**src/rtl/tage_pkg.sv**
```systemverilog
// Shared types and constants for the TAGE T0 update path.
package tage_pkg;

  localparam int unsigned T0_ENTRIES = 1024;
  localparam int unsigned T0_IDX_W   = 10;

  typedef struct packed {
    logic [31:0] pc;
    logic [1:0]  ghr;
    logic        taken;
    logic [1:0]  pred;
  } upd_entry_t;

  typedef enum logic {
    INIT,
    RUN
  } sched_state_t;

  // Sweep write for one table slot: taken from a 00 counter lands on weakly-not-taken.
  function automatic upd_entry_t init_entry(input logic [T0_IDX_W-1:0] idx);
    upd_entry_t e;
    e.pc    = {24'b0, idx[7:0]};
    e.ghr   = idx[9:8];
    e.taken = 1'b1;
    e.pred  = 2'b00;
    return e;
  endfunction

endpackage

```
**src/rtl/tage_upd_fifo.sv**
```systemverilog
// Dual-enqueue, single-dequeue buffer of T0 update entries.
// push_b is only ever asserted together with push_a; entry a is written first.
module tage_upd_fifo
  import tage_pkg::*;
#(
  parameter int unsigned DEPTH = 4
) (
  input  logic                       clk,
  input  logic                       rst,
  input  logic                       clear,
  input  logic                       push_a,
  input  upd_entry_t                 data_a,
  input  logic                       push_b,
  input  upd_entry_t                 data_b,
  input  logic                       pop,
  output upd_entry_t                 head,
  output logic [$clog2(DEPTH):0]     count
);

  localparam int unsigned PTR_W = $clog2(DEPTH);
  localparam int unsigned CNT_W = PTR_W + 1;

  upd_entry_t         mem [DEPTH];
  logic [PTR_W-1:0]   wr_ptr;
  logic [PTR_W-1:0]   wr_ptr_b;
  logic [PTR_W-1:0]   rd_ptr;
  logic [1:0]         n_push;

  assign wr_ptr_b = wr_ptr + 1'b1;
  assign n_push   = {1'b0, push_a} + {1'b0, push_b};
  assign head     = mem[rd_ptr];

  // Pointer and occupancy bookkeeping; power-of-two depth makes wrap free.
  always_ff @(posedge clk or posedge rst) begin
    if (rst) begin
      wr_ptr <= '0;
      rd_ptr <= '0;
      count  <= '0;
    end else if (clear) begin
      wr_ptr <= '0;
      rd_ptr <= '0;
      count  <= '0;
    end else begin
      wr_ptr <= wr_ptr + PTR_W'(n_push);
      rd_ptr <= rd_ptr + PTR_W'(pop);
      count  <= count + CNT_W'(n_push) - CNT_W'(pop);
    end
  end

  // Entry storage; contents are don't-care outside the valid window.
  always_ff @(posedge clk) begin
    if (!clear) begin
      if (push_a) mem[wr_ptr]   <= data_a;
      if (push_b) mem[wr_ptr_b] <= data_b;
    end
  end

endmodule

```
**src/rtl/tage_t0_upd_sched.sv**
```systemverilog
// T0 update scheduler: sweeps the table to weakly-not-taken after reset/flush,
// then funnels two branch-unit update streams into the single T0 write port.
module tage_t0_upd_sched
  import tage_pkg::*;
#(
  parameter int unsigned T0_ENTRIES = tage_pkg::T0_ENTRIES,
  parameter int unsigned FIFO_DEPTH = 4
) (
  input  logic                          clk,
  input  logic                          rst,
  input  logic                          flush,
  input  logic                          req0_valid,
  output logic                          req0_ready,
  input  logic [31:0]                   req0_pc,
  input  logic [1:0]                    req0_ghr,
  input  logic                          req0_taken,
  input  logic [1:0]                    req0_pred,
  input  logic                          req1_valid,
  output logic                          req1_ready,
  input  logic [31:0]                   req1_pc,
  input  logic [1:0]                    req1_ghr,
  input  logic                          req1_taken,
  input  logic [1:0]                    req1_pred,
  output logic                          upd_valid,
  output logic [31:0]                   upd_pc,
  output logic [1:0]                    upd_ghr,
  output logic                          upd_taken,
  output logic [1:0]                    upd_pred,
  output logic                          init_busy,
  output logic [$clog2(FIFO_DEPTH):0]   fifo_count
);

  localparam int unsigned CNT_W = $clog2(FIFO_DEPTH) + 1;
  localparam logic [T0_IDX_W-1:0] LAST_IDX = T0_IDX_W'(T0_ENTRIES - 1);

  sched_state_t          state, state_nx;
  logic [T0_IDX_W-1:0]   idx, idx_nx;
  logic                  rr, rr_nx;      // 0: req0 wins a tie, 1: req1 wins
  logic [CNT_W-1:0]      free;
  logic                  acc0, acc1;
  logic                  push_a, push_b, pop;
  upd_entry_t            req0_e, req1_e, push_a_e, push_b_e, head, upd_e;

  assign req0_e = '{pc: req0_pc, ghr: req0_ghr, taken: req0_taken, pred: req0_pred};
  assign req1_e = '{pc: req1_pc, ghr: req1_ghr, taken: req1_taken, pred: req1_pred};

  // Credit comes from the registered count only, so a same-cycle pop never frees a slot.
  assign free = CNT_W'(FIFO_DEPTH) - fifo_count;

  assign acc0 = req0_valid & req0_ready;
  assign acc1 = req1_valid & req1_ready;

  assign upd_pc    = upd_e.pc;
  assign upd_ghr   = upd_e.ghr;
  assign upd_taken = upd_e.taken;
  assign upd_pred  = upd_e.pred;

  // State, sweep index and round-robin pointer registers.
  always_ff @(posedge clk or posedge rst) begin
    if (rst) begin
      state <= INIT;
      idx   <= '0;
      rr    <= 1'b0;
    end else begin
      state <= state_nx;
      idx   <= idx_nx;
      rr    <= rr_nx;
    end
  end

  // Next-state, write-port and handshake decode.
  always_comb begin
    state_nx   = state;
    idx_nx     = idx;
    rr_nx      = rr;
    upd_valid  = 1'b0;
    upd_e      = '0;
    init_busy  = 1'b0;
    req0_ready = 1'b0;
    req1_ready = 1'b0;
    pop        = 1'b0;

    unique case (state)
      INIT: begin
        init_busy = 1'b1;
        if (!flush) begin
          upd_valid = 1'b1;
          upd_e     = init_entry(idx);
          idx_nx    = idx + 1'b1;
          if (idx == LAST_IDX) begin
            state_nx = RUN;
            idx_nx   = '0;
          end
        end
      end
      RUN: begin
        if (!flush) begin
          upd_valid = (fifo_count != '0);
          pop       = upd_valid;
          if (upd_valid) upd_e = head;
          // Each ready looks only at the other side's valid; a lone slot goes to the rr winner.
          req0_ready = req1_valid ? ((free >= CNT_W'(2)) || ((free == CNT_W'(1)) && !rr))
                                  : (free >= CNT_W'(1));
          req1_ready = req0_valid ? ((free >= CNT_W'(2)) || ((free == CNT_W'(1)) && rr))
                                  : (free >= CNT_W'(1));
        end
      end
      default: state_nx = INIT;
    endcase

    if (req0_valid && req1_valid && (acc0 || acc1)) rr_nx = ~rr;

    if (flush) begin
      state_nx = INIT;
      idx_nx   = '0;
    end

    // Outputs are forced quiet while reset is held, independent of the clock.
    if (rst) begin
      upd_valid  = 1'b0;
      upd_e      = '0;
      init_busy  = 1'b0;
      req0_ready = 1'b0;
      req1_ready = 1'b0;
      pop        = 1'b0;
    end
  end

  // Compact accepted requests onto the FIFO's two write slots, tie winner first.
  always_comb begin
    push_a   = acc0 | acc1;
    push_b   = acc0 & acc1;
    push_b_e = rr ? req0_e : req1_e;
    if (acc0 && acc1) push_a_e = rr ? req1_e : req0_e;
    else if (acc0)    push_a_e = req0_e;
    else              push_a_e = req1_e;
  end

  tage_upd_fifo #(
    .DEPTH (FIFO_DEPTH)
  ) u_fifo (
    .clk    (clk),
    .rst    (rst),
    .clear  (flush),
    .push_a (push_a),
    .data_a (push_a_e),
    .push_b (push_b),
    .data_b (push_b_e),
    .pop    (pop),
    .head   (head),
    .count  (fifo_count)
  );

endmodule

```
**config.mk**
```make
export PLATFORM = sky130hd
export DESIGN_NAME = tage_t0_upd_sched
export DESIGN_NICKNAME = d
export VERILOG_FILES = /design/src/rtl/tage_pkg.sv /design/src/rtl/tage_upd_fifo.sv /design/src/rtl/tage_t0_upd_sched.sv
export SDC_FILE = /design/constraint.sdc
export NUM_CORES = 1
export LEC_CHECK = 0
export BUFFER_PORTS_ARGS = -buffer_cell sky130_fd_sc_hd__buf_2
export CORE_MARGIN = 2
export CORE_UTILIZATION = 60
export CTS_CLUSTER_DIAMETER = 30
export CTS_CLUSTER_SIZE = 8
export DETAILED_ROUTE_END_ITERATION = 8
export PLACE_DENSITY_LB_ADDON = 0.05
export SKIP_LAST_GASP = 1
export SYNTH_ARGS = -nofsm -noshare
export SYNTH_HDL_FRONTEND = slang
export SYNTH_SLANG_ARGS = --single-unit
```
**constraint.sdc**
```tcl
create_clock -name clk -period 9.77 [get_ports clk]
set_clock_uncertainty 0.2 [all_clocks]
set_input_delay 1.954 -clock clk [delete_from_list [all_inputs] [get_ports clk]]
set_output_delay 1.954 -clock clk [all_outputs]
set_load 0.05 [all_outputs]
```
Word-level counts from Yosys, hierarchy flattened
Memory sizes are Yosys's and may differ from the RTL's.
Index checks and enable logic that the tools add are counted.
{ "word_totals": {"reg_bits": 19, "latchBits": 0, "ram_bits": 148, "mem_bits_ro": 0, "in_bits": 79, "output_inout_bits": 44, "elab_cells": 76, "memories": 1} }
{ "classes": {"n_addsub": 8, "mul": 0, "div": 0, "order_cmp": 2, "eq_ne": 3, "n_shift": 0, "mux": 40, "bitwise": 6, "n_reduce_logical": 10} }
{ "memory_table": {"columns": ["name", "depth", "word_bits", "read_ports", "rd_ports_with_merged_regs", "wr", "line", "text"], "rows": [
  ["u_fifo.mem", 4, 37, 1, 0, 2, "tage_upd_fifo.sv:23", "upd_entry_t mem [DEPTH];"]
]} }
{ "ops": {"columns": ["op", "count"], "rows": [
  ["$mux 37", 7],
  ["$pmux 37 s2", 1],
  ["$mux 10", 3],
  ["$mux 1", 24],
  ["$mux 13", 1],
  ["$add 10x1->10 const B", 1],
  ["$eq 10x10->1 const B", 1],
  ["$logic_and 1x1->1", 5],
  ["$mux 2", 2],
  ["$add 3x2->3", 1],
  ["$and 1x1->1", 3],
  ["$eq 3x1->1 const B", 1],
  ["$ge 3x1->1 const B", 1],
  ["$ge 3x2->1 const B", 1],
  ["$logic_or 1x1->1", 3],
  ["$mux 3", 1],
  ["$reduce_bool 3->1", 1],
  ["$sub 3x1->3", 1],
  ["$sub 3x3->3 const A", 1],
  ["$add 1x1->2", 1],
  ["$add 2x1->2", 1],
  ["$add 2x1->2 const B", 1],
  ["$add 2x2->2", 1],
  ["$ne 2x2->1 const B", 1],
  ["4 further kinds", 5]
]} }

Longest topological paths before layout
Gate-level depths: netlist of run 1.
{ "depth": {"ltp_word": 14, "mapped_depth": 16, "depth_no_buf": 15} }

By module
A second synthesis of run 1 with hierarchy kept.
{ "unflattened": {"cells_unflattened": 629, "area_unflattened_um2": 10247.3} }
{ "by_module_without_submodules": {"columns": ["mod", "n_inst", "cells_each", "area_per_inst_um2", "seq_area_each_um2"], "rows": [
  ["tage_upd_fifo", 1, 405, 8077.7, 4619.4],
  ["tage_t0_upd_sched", 1, 224, 2169.6, 300.3]
]} }

Worst setup path after synthesis of run 1
No wires, ideal clock.
{ "synth_timing": {"path_type": "in2reg", "from": "input port flush", "to": "memory u_fifo.mem[3][0] (netlist name) (enable)", "t_arrival_ps": 6727, "setup_slack_ps": 2358, "stages": 9, "cell_sequence": "or2_1 -> clkbuf_1 -> or2_2 -> nor2_1 -> and2_1 -> ha_1 -> buf_2 -> o21ai_0 -> nor3b_1"} }
{ "synth_lines": {"columns": ["element", "line", "text"], "rows": [
  ["start, declared", "tage_t0_upd_sched.sv:11", "input logic flush,"],
  ["end, declared", "tage_upd_fifo.sv:23", null]
]} }

Worst setup path after layout of run 1
{ "layout_timing": {"from": "input port flush", "to": "output port upd_ghr[1]"} }
{ "layout_via": {"elab_chain_len": 3, "word_cells_on_any_way": 4, "classes_between": "mux: 4"} }
{ "layout_rtl": {"columns": ["element", "line", "text"], "rows": [
  ["$mux 37 / $mux 13 (equally long branches)", "tage_t0_upd_sched.sv:97, tage_t0_upd_sched.sv:86", null],
  ["$pmux 37 s2 (*)", "tage_t0_upd_sched.sv:83", "unique case (state)"],
  ["$mux 37 (*)", "tage_t0_upd_sched.sv:119", "if (rst) begin"],
  ["end, declared", "tage_t0_upd_sched.sv:26", "output logic [1:0] upd_ghr,"]
]} }
Every way passes the cells marked *; elsewhere a longest branch is shown, timed or not.

==> impl_metrics.yaml, run 1 <==
status:
  status: "completed"
setup_path:
  crit_type: "in2out"
  required_ns: 7.62
  crit_start: "flush"
  crit-reg2reg-capture: "u_fifo.mem[1][18]$_DFFE_PP_"
  r2r_slack_ns: 4.83
  worst_path_largest_cell_delay_ns: 0.59
  start_kind: "primary input"
  crit_top_cell: "buf_2"
  r2r_start: "rr$_DFFE_PP0P_"
  worst-endpoint-arrival_ns: 4.47
  cp_max_fo: 23
  r2r_cells: 12
  slowest_stage: "nor2_2"
  end_kind: "output port"
  path_cells: "buf_2 -> or2_1 -> or2_2 -> nor2_2 -> buf_4 -> nand2_1 -> o31ai_1 -> buf_2"
logic_synthesis:
  yosys_most_used_dff: "edfxtp_1"
  yosysTopAreaCellShare: 0.352
  synthArstFlopShare: 0.114
  ys_types: 53
  yosys_warnings: 0
  ys_top_cells_by_area: "edfxtp_1 (35%), o221a_1 (26%), nor2_1 (9.6%)"
  synth_edf_count: 148
  synth_area_um2: 12600
  ys_seq_area_frac: 0.390
  netlist_instances: 1201
  synth_area_per_cell_um2: 10.5
  syn_nets: 1293
  ys_ff_latch: 167
  synth_top_cell_by_area: "edfxtp_1"
final_layout:
  final_util: 0.647
  nFillCells: 1656
  drive_gt1_frac: 0.232
  fin_area_um2: 13500
  syn_to_final_growth_pct: 6.87
  fin_nets: 1270
route:
  viasPerCell: 6.96
  drt_iter0_drc: 1005
  wl_per_cell_um: 23.9
  drtPass1Iterations: 5
  antenna_left: 0
  vias: 10200
  drc: 0
  wl_mm: 35.1
global_route:
  grt_max_degree: 119
  grt_util_all_layers: 0.317
  antenna_found_initial: 3
  grt-ovfl-total: 0
  grt_pass1_vias: 9229
  grt_pass1_wl_mm: 53.4
place:
  gp_congestion: 0.840
  place_area_um2: 12900
  portBuffers: 122
  hpwl_mm: 19.0
clocking:
  postCtsSetupBuffers: 0
  cts.sinks: 167
  cts-root-buf: "clkbuf_16"
  clock_latency_ns: 0.43
  cts_max_level: 4
  cts_resized: 0
  cts.path.max_buffers: 2
  cts_hold_repair.buffers: 0
  cts_tree: "yes"
  clk_pin_slew_worst_paths_ns: 0.07
  numCtsBuffers: 17
worst_hold_path:
  hold_class: "reg2reg"
  hold_end: "idx[0]$_DFFE_PP0P_"
  min_from: "idx[0]$_DFFE_PP0P_"
  min_path_cells: 1
floorplan:
  dieHeight_um: 149
  start_util: 0.606
  dieWidth_um: 149
  ios: 123
  core-area_um2: 20800
  dieArea_um2: 22200
  rows: 53
sta:
  timing.final.crit_share: 0.678
  rsz0062_at_grt: "no"
  max_freq_mhz: 151
  tns_ns: 0
  hold_viol: 0
  slew_headroom: 0.228
  slew_violations: 0
  period_needed_ns: 6.63
  tightest_slew_ns: 1.16
  setup_viol: 0
power_and_ir_drop:
  p_leak_uw: 0.00455
  ir_worst_vdd_uv: 108
  p_per_area_nw_per_um2: 125
job:
  maxCapViolCount: 0
## worst max-delay path by stage
stage,slack [ns],to,cells past startpoint
2_1_floorplan,2.36,u_fifo.mem[3][0]$_DFFE_PP_,9
3_3_place_gp,3.22,upd_ghr[1],8
3_5_place_dp,3.15,upd_ghr[1],8
4_1_cts,3.15,upd_ghr[1],8
5_1_grt,3.03,upd_ghr[1],8
6_report,3.14,upd_ghr[1],8
## synth_stat cells, drive strengths merged, types with 5 or more instances
master / instances
buf: 127
and2: 27
ha: 12
clkbuf: 58
edfxtp: 148
nand2b: 5
nand3: 5
dfrtp: 19
nand2: 11
o21ai: 14
xor2: 6
nor2: 324
a22o: 5
o221a: 296
mux4: 37
nor2b: 7
inv: 12
or2: 39
a21oi: 8
nor3: 6
## registers in the layout, indices dropped and copies added, names as in the netlist
signal         flops
rr                 1
idx               10
u_fifo.wr_ptr      2
u_fifo.mem       148
state              1
u_fifo.rd_ptr      2
u_fifo.count       3
## power by group
part	internal [µW]	switching, µW	leakage (µW)	total [µW]
registers	788	7.34	0.00159	795
logic	96.1	109	0.00269	205
clock network	398	283	0.000272	680
total	1280	399	0.00455	1680
## worst max-delay path: cells and delay by family
family | cells | cell delay [ns]
buffers and inverters | 3 | 0.99
AO/OA/AOI/OAI | 1 | 0.11
AND/OR/NAND/NOR | 4 | 1.40
## logic make-up (layout without fill, tap and decap cells)
| kind of cell | after synthesis | count (layout) | share of synthesized area |
|---|---|---|---|
| other | 0 | 4 | 0 |
| flip-flops | 167 | 167 | 0.390 |
| XOR/XNOR | 9 | 9 | 0.00625 |
| multiplexers | 37 | 37 | 0.0661 |
| buffers and inverters | 198 | 186 | 0.0745 |
| AO/OA/AOI/OAI | 340 | 340 | 0.297 |
| AND/OR/NAND/NOR | 437 | 437 | 0.152 |
| adder cells (fa/ha/maj) | 13 | 13 | 0.0135 |
## layout make-up
type                       instances  area, µm²  share of cell area
multi-input combinational        836       6800               0.504
clock inverter                    13        159              0.0118
timing repair buffer             143        768              0.0570
sequential                       167       4930               0.365
clock buffer                      17        425              0.0316
tap                              275        344              0.0255
antenna                            4       10.0            0.000743
inverter                          13       48.8             0.00362
## layout by cell type, fill, tap and decap left out, types with 4 or more instances in the layout
cell type | Yosys | layout
nand3_1 | 4 | 4
o22ai_4 | 4 | 4
a22oi_1 | 4 | 4
nor2b_1 | 7 | 7
a21oi_1 | 6 | 6
o221a_1 | 296 | 296
nand2b_1 | 5 | 5
clkbuf_16 | 0 | 17
nand2_1 | 9 | 9
mux4_2 | 37 | 37
ha_1 | 12 | 12
o21ai_0 | 6 | 6
o21ai_4 | 4 | 4
inv_1 | 11 | 11
a22o_1 | 5 | 5
diode_2 | 0 | 4
buf_4 | 0 | 21
nor3_1 | 6 | 5
nor2_1 | 324 | 321
clkinvlp_4 | 0 | 4
edfxtp_1 | 148 | 148
and2_1 | 27 | 27
or2_2 | 38 | 38
xor2_1 | 6 | 6
dfrtp_1 | 19 | 16
buf_2 | 13 | 122
## metal layers
| metal | vias up | wire length (µm) | global-route usage | share of wire |
|---|---|---|---|---|
| met5 | - | 0 | 0 | 0 |
| li1 | 4643 | - | - | - |
| met4 | 0 | 816 | 0.119 | 0.023 |
| met3 | 53 | 2870 | 0.0450 | 0.082 |
| met2 | 496 | 16800 | 0.512 | 0.48 |
| met1 | 5029 | 14700 | 0.437 | 0.42 |
## stage by stage
step / worst slack (ns) / std cells / power, µW / hold slack [ns]
finish: 3.14 / 1468 / 1680 / 0.387
global route: 3.03 / 1467 / 1730 / 0.403
CTS: 3.15 / 1464 / 1680 / 0.378
detailed placement: 3.15 / 1434 / 1010 / 0.365
global placement: 3.22 / 1434 / 1010 / 0.356
floorplan: 2.36 / 1201 / 973 / 0.311
(Power assumes the default switching activity.)
==> run 2: changes to the inputs <==
clock period = 6.76 ns   (was 9.77 ns; I/O delays follow)
==> impl_metrics.yaml, run 2 (same netlist as run 1, synthesis figures left out) <==
clocking:
  cts-root-buf: "clkbuf_16"
  cts_max_level: 4
  clk_pin_slew_worst_paths_ns: 0.07
  clock_latency_ns: 0.44
  postCtsSetupBuffers: 0
  numCtsBuffers: 17
  cts_tree: "yes"
  cts_resized: 0
  cts_hold_repair.buffers: 0
  cts.sinks: 167
  cts.path.max_buffers: 2
setup_path:
  r2r_start: "rr$_DFFE_PP0P_"
  cp_max_fo: 23
  r2r_slack_ns: 2.22
  crit_type: "in2out"
  required_ns: 5.21
  start_kind: "primary input"
  worst-endpoint-arrival_ns: 3.76
  end_kind: "output port"
  r2r_cells: 13
  crit-reg2reg-capture: "u_fifo.mem[0][21]$_DFFE_PP_"
sta:
  tns_ns: 0
  period_needed_ns: 5.31
  tightest_slew_ns: 1.12
  slew_violations: 0
  slew_headroom: 0.253
  max_freq_mhz: 188
  rsz0062_at_grt: "no"
  hold_viol: 0
  timing.final.crit_share: 0.786
  setup_viol: 0
worst_hold_path:
  min_path_cells: 2
  hold_end: "idx[9]$_DFFE_PP0P_"
  min_from: "idx[9]$_DFFE_PP0P_"
  hold_class: "reg2reg"
floorplan:
  core-area_um2: 20800
  dieWidth_um: 149
  dieArea_um2: 22200
  dieHeight_um: 149
  start_util: 0.606
  rows: 53
  ios: 123
route:
  drtPass1Iterations: 6
  viasPerCell: 6.99
  antenna_left: 0
  vias: 10300
  wl_met2_mm: 16.6
  maxUsedRoutingLayer: "met5"
  wirelength_met1_mm: 14.7
  route.met3.wl_mm: 3.07
  drc: 0
  wl_mm: 35.1
  drt_iter0_drc: 964
  wl_per_cell_um: 23.8
global_route:
  grt_max_degree: 97
  grt_pass1_wl_mm: 53.8
  grt_pass1_vias: 9369
  antenna_found_initial: 3
  grt-ovfl-total: 0
  grt_util_all_layers: 0.316
final_layout:
  fin_cells: 1473
  layout_commonest_cell: "nor2_1"
  nFillCells: 1630
  final_cell_mix: "nor2_1 (321), o221a_1 (296), edfxtp_1 (148), buf_2 (122), or2_2 (38)"
  fin_area_um2: 13500
  drive_gt1_frac: 0.237
  regArea_um2: 4930
  largest-register: "u_fifo.mem"
  top_regs: "u_fifo.mem: 148 flops, idx: 10 flops, u_fifo.count: 3 flops"
  fin_nets: 1274
  syn_to_final_growth_pct: 7.11
  multiInputGateArea_um2: 6810
  largest_register_ffs: 148
  final_util: 0.649
place:
  hpwl_mm: 19.8
  portBuffers: 122
  place_area_um2: 12900
  dpl.cell_count: 1438
  gp_congestion: 0.818
power_and_ir_drop:
  ir_worst_vdd_uv: 148
  p_per_area_nw_per_um2: 179
  power_uw: 2410
  p_leak_uw: 0.00458
status:
  status: "completed"
job:
  maxCapViolCount: 0
## run 2: per-layer routing
metal / GRT usage / up-vias
li1: - / 4664
met1: 0.445 / 5080
met2: 0.495 / 489
met3: 0.0532 / 63
met4: 0.116 / 2
met5: 0 / -
## run 2: final cells by class
cell class | instances | share of cell area
diodes | 3 | 0.000556
clock buffers | 17 | 0.0315
clock inverters | 15 | 0.0106
inverters | 13 | 0.00361
multi-input cells | 836 | 0.504
flip-flops and latches | 167 | 0.365
well taps | 275 | 0.0255
repair buffers | 147 | 0.0600
## run 2: power breakdown
part           internal, µW  total [µW]  switching, µW
registers              1140        1150           9.83
logic                   138         298            159
clock network           517         968            451
## run 2: worst max path at each step
| stage | startpoint | end | slack, ns | depth (start not counted) |
|---|---|---|---|---|
| 2_1_floorplan | flush | u_fifo.mem[1][0]$_DFFE_PP_ | 0.14 | 9 |
| 5_1_grt | flush | upd_pc[13] | 1.35 | 7 |
| 3_3_place_gp | flush | upd_pc[22] | 1.52 | 7 |
| 6_report | flush | upd_pc[13] | 1.45 | 7 |
| 4_1_cts | flush | upd_pc[13] | 1.46 | 7 |
| 3_5_place_dp | flush | upd_pc[13] | 1.47 | 7 |
## run 2: critical path, stage by stage
cell    delay [ns]
buf_2         0.25
or2_1         0.36
or2_2         0.33
nor2_2        0.62
buf_4         0.38
and2_1        0.18
buf_2         0.26
## run 2: stage by stage
stage	setup slack [ns]	hold slack [ns]
2_1_floorplan	0.144	0.311
3_3_place_gp	1.52	0.356
3_5_place_dp	1.47	0.360
4_1_cts	1.46	0.389
5_1_grt	1.35	0.429
6_report	1.45	0.392
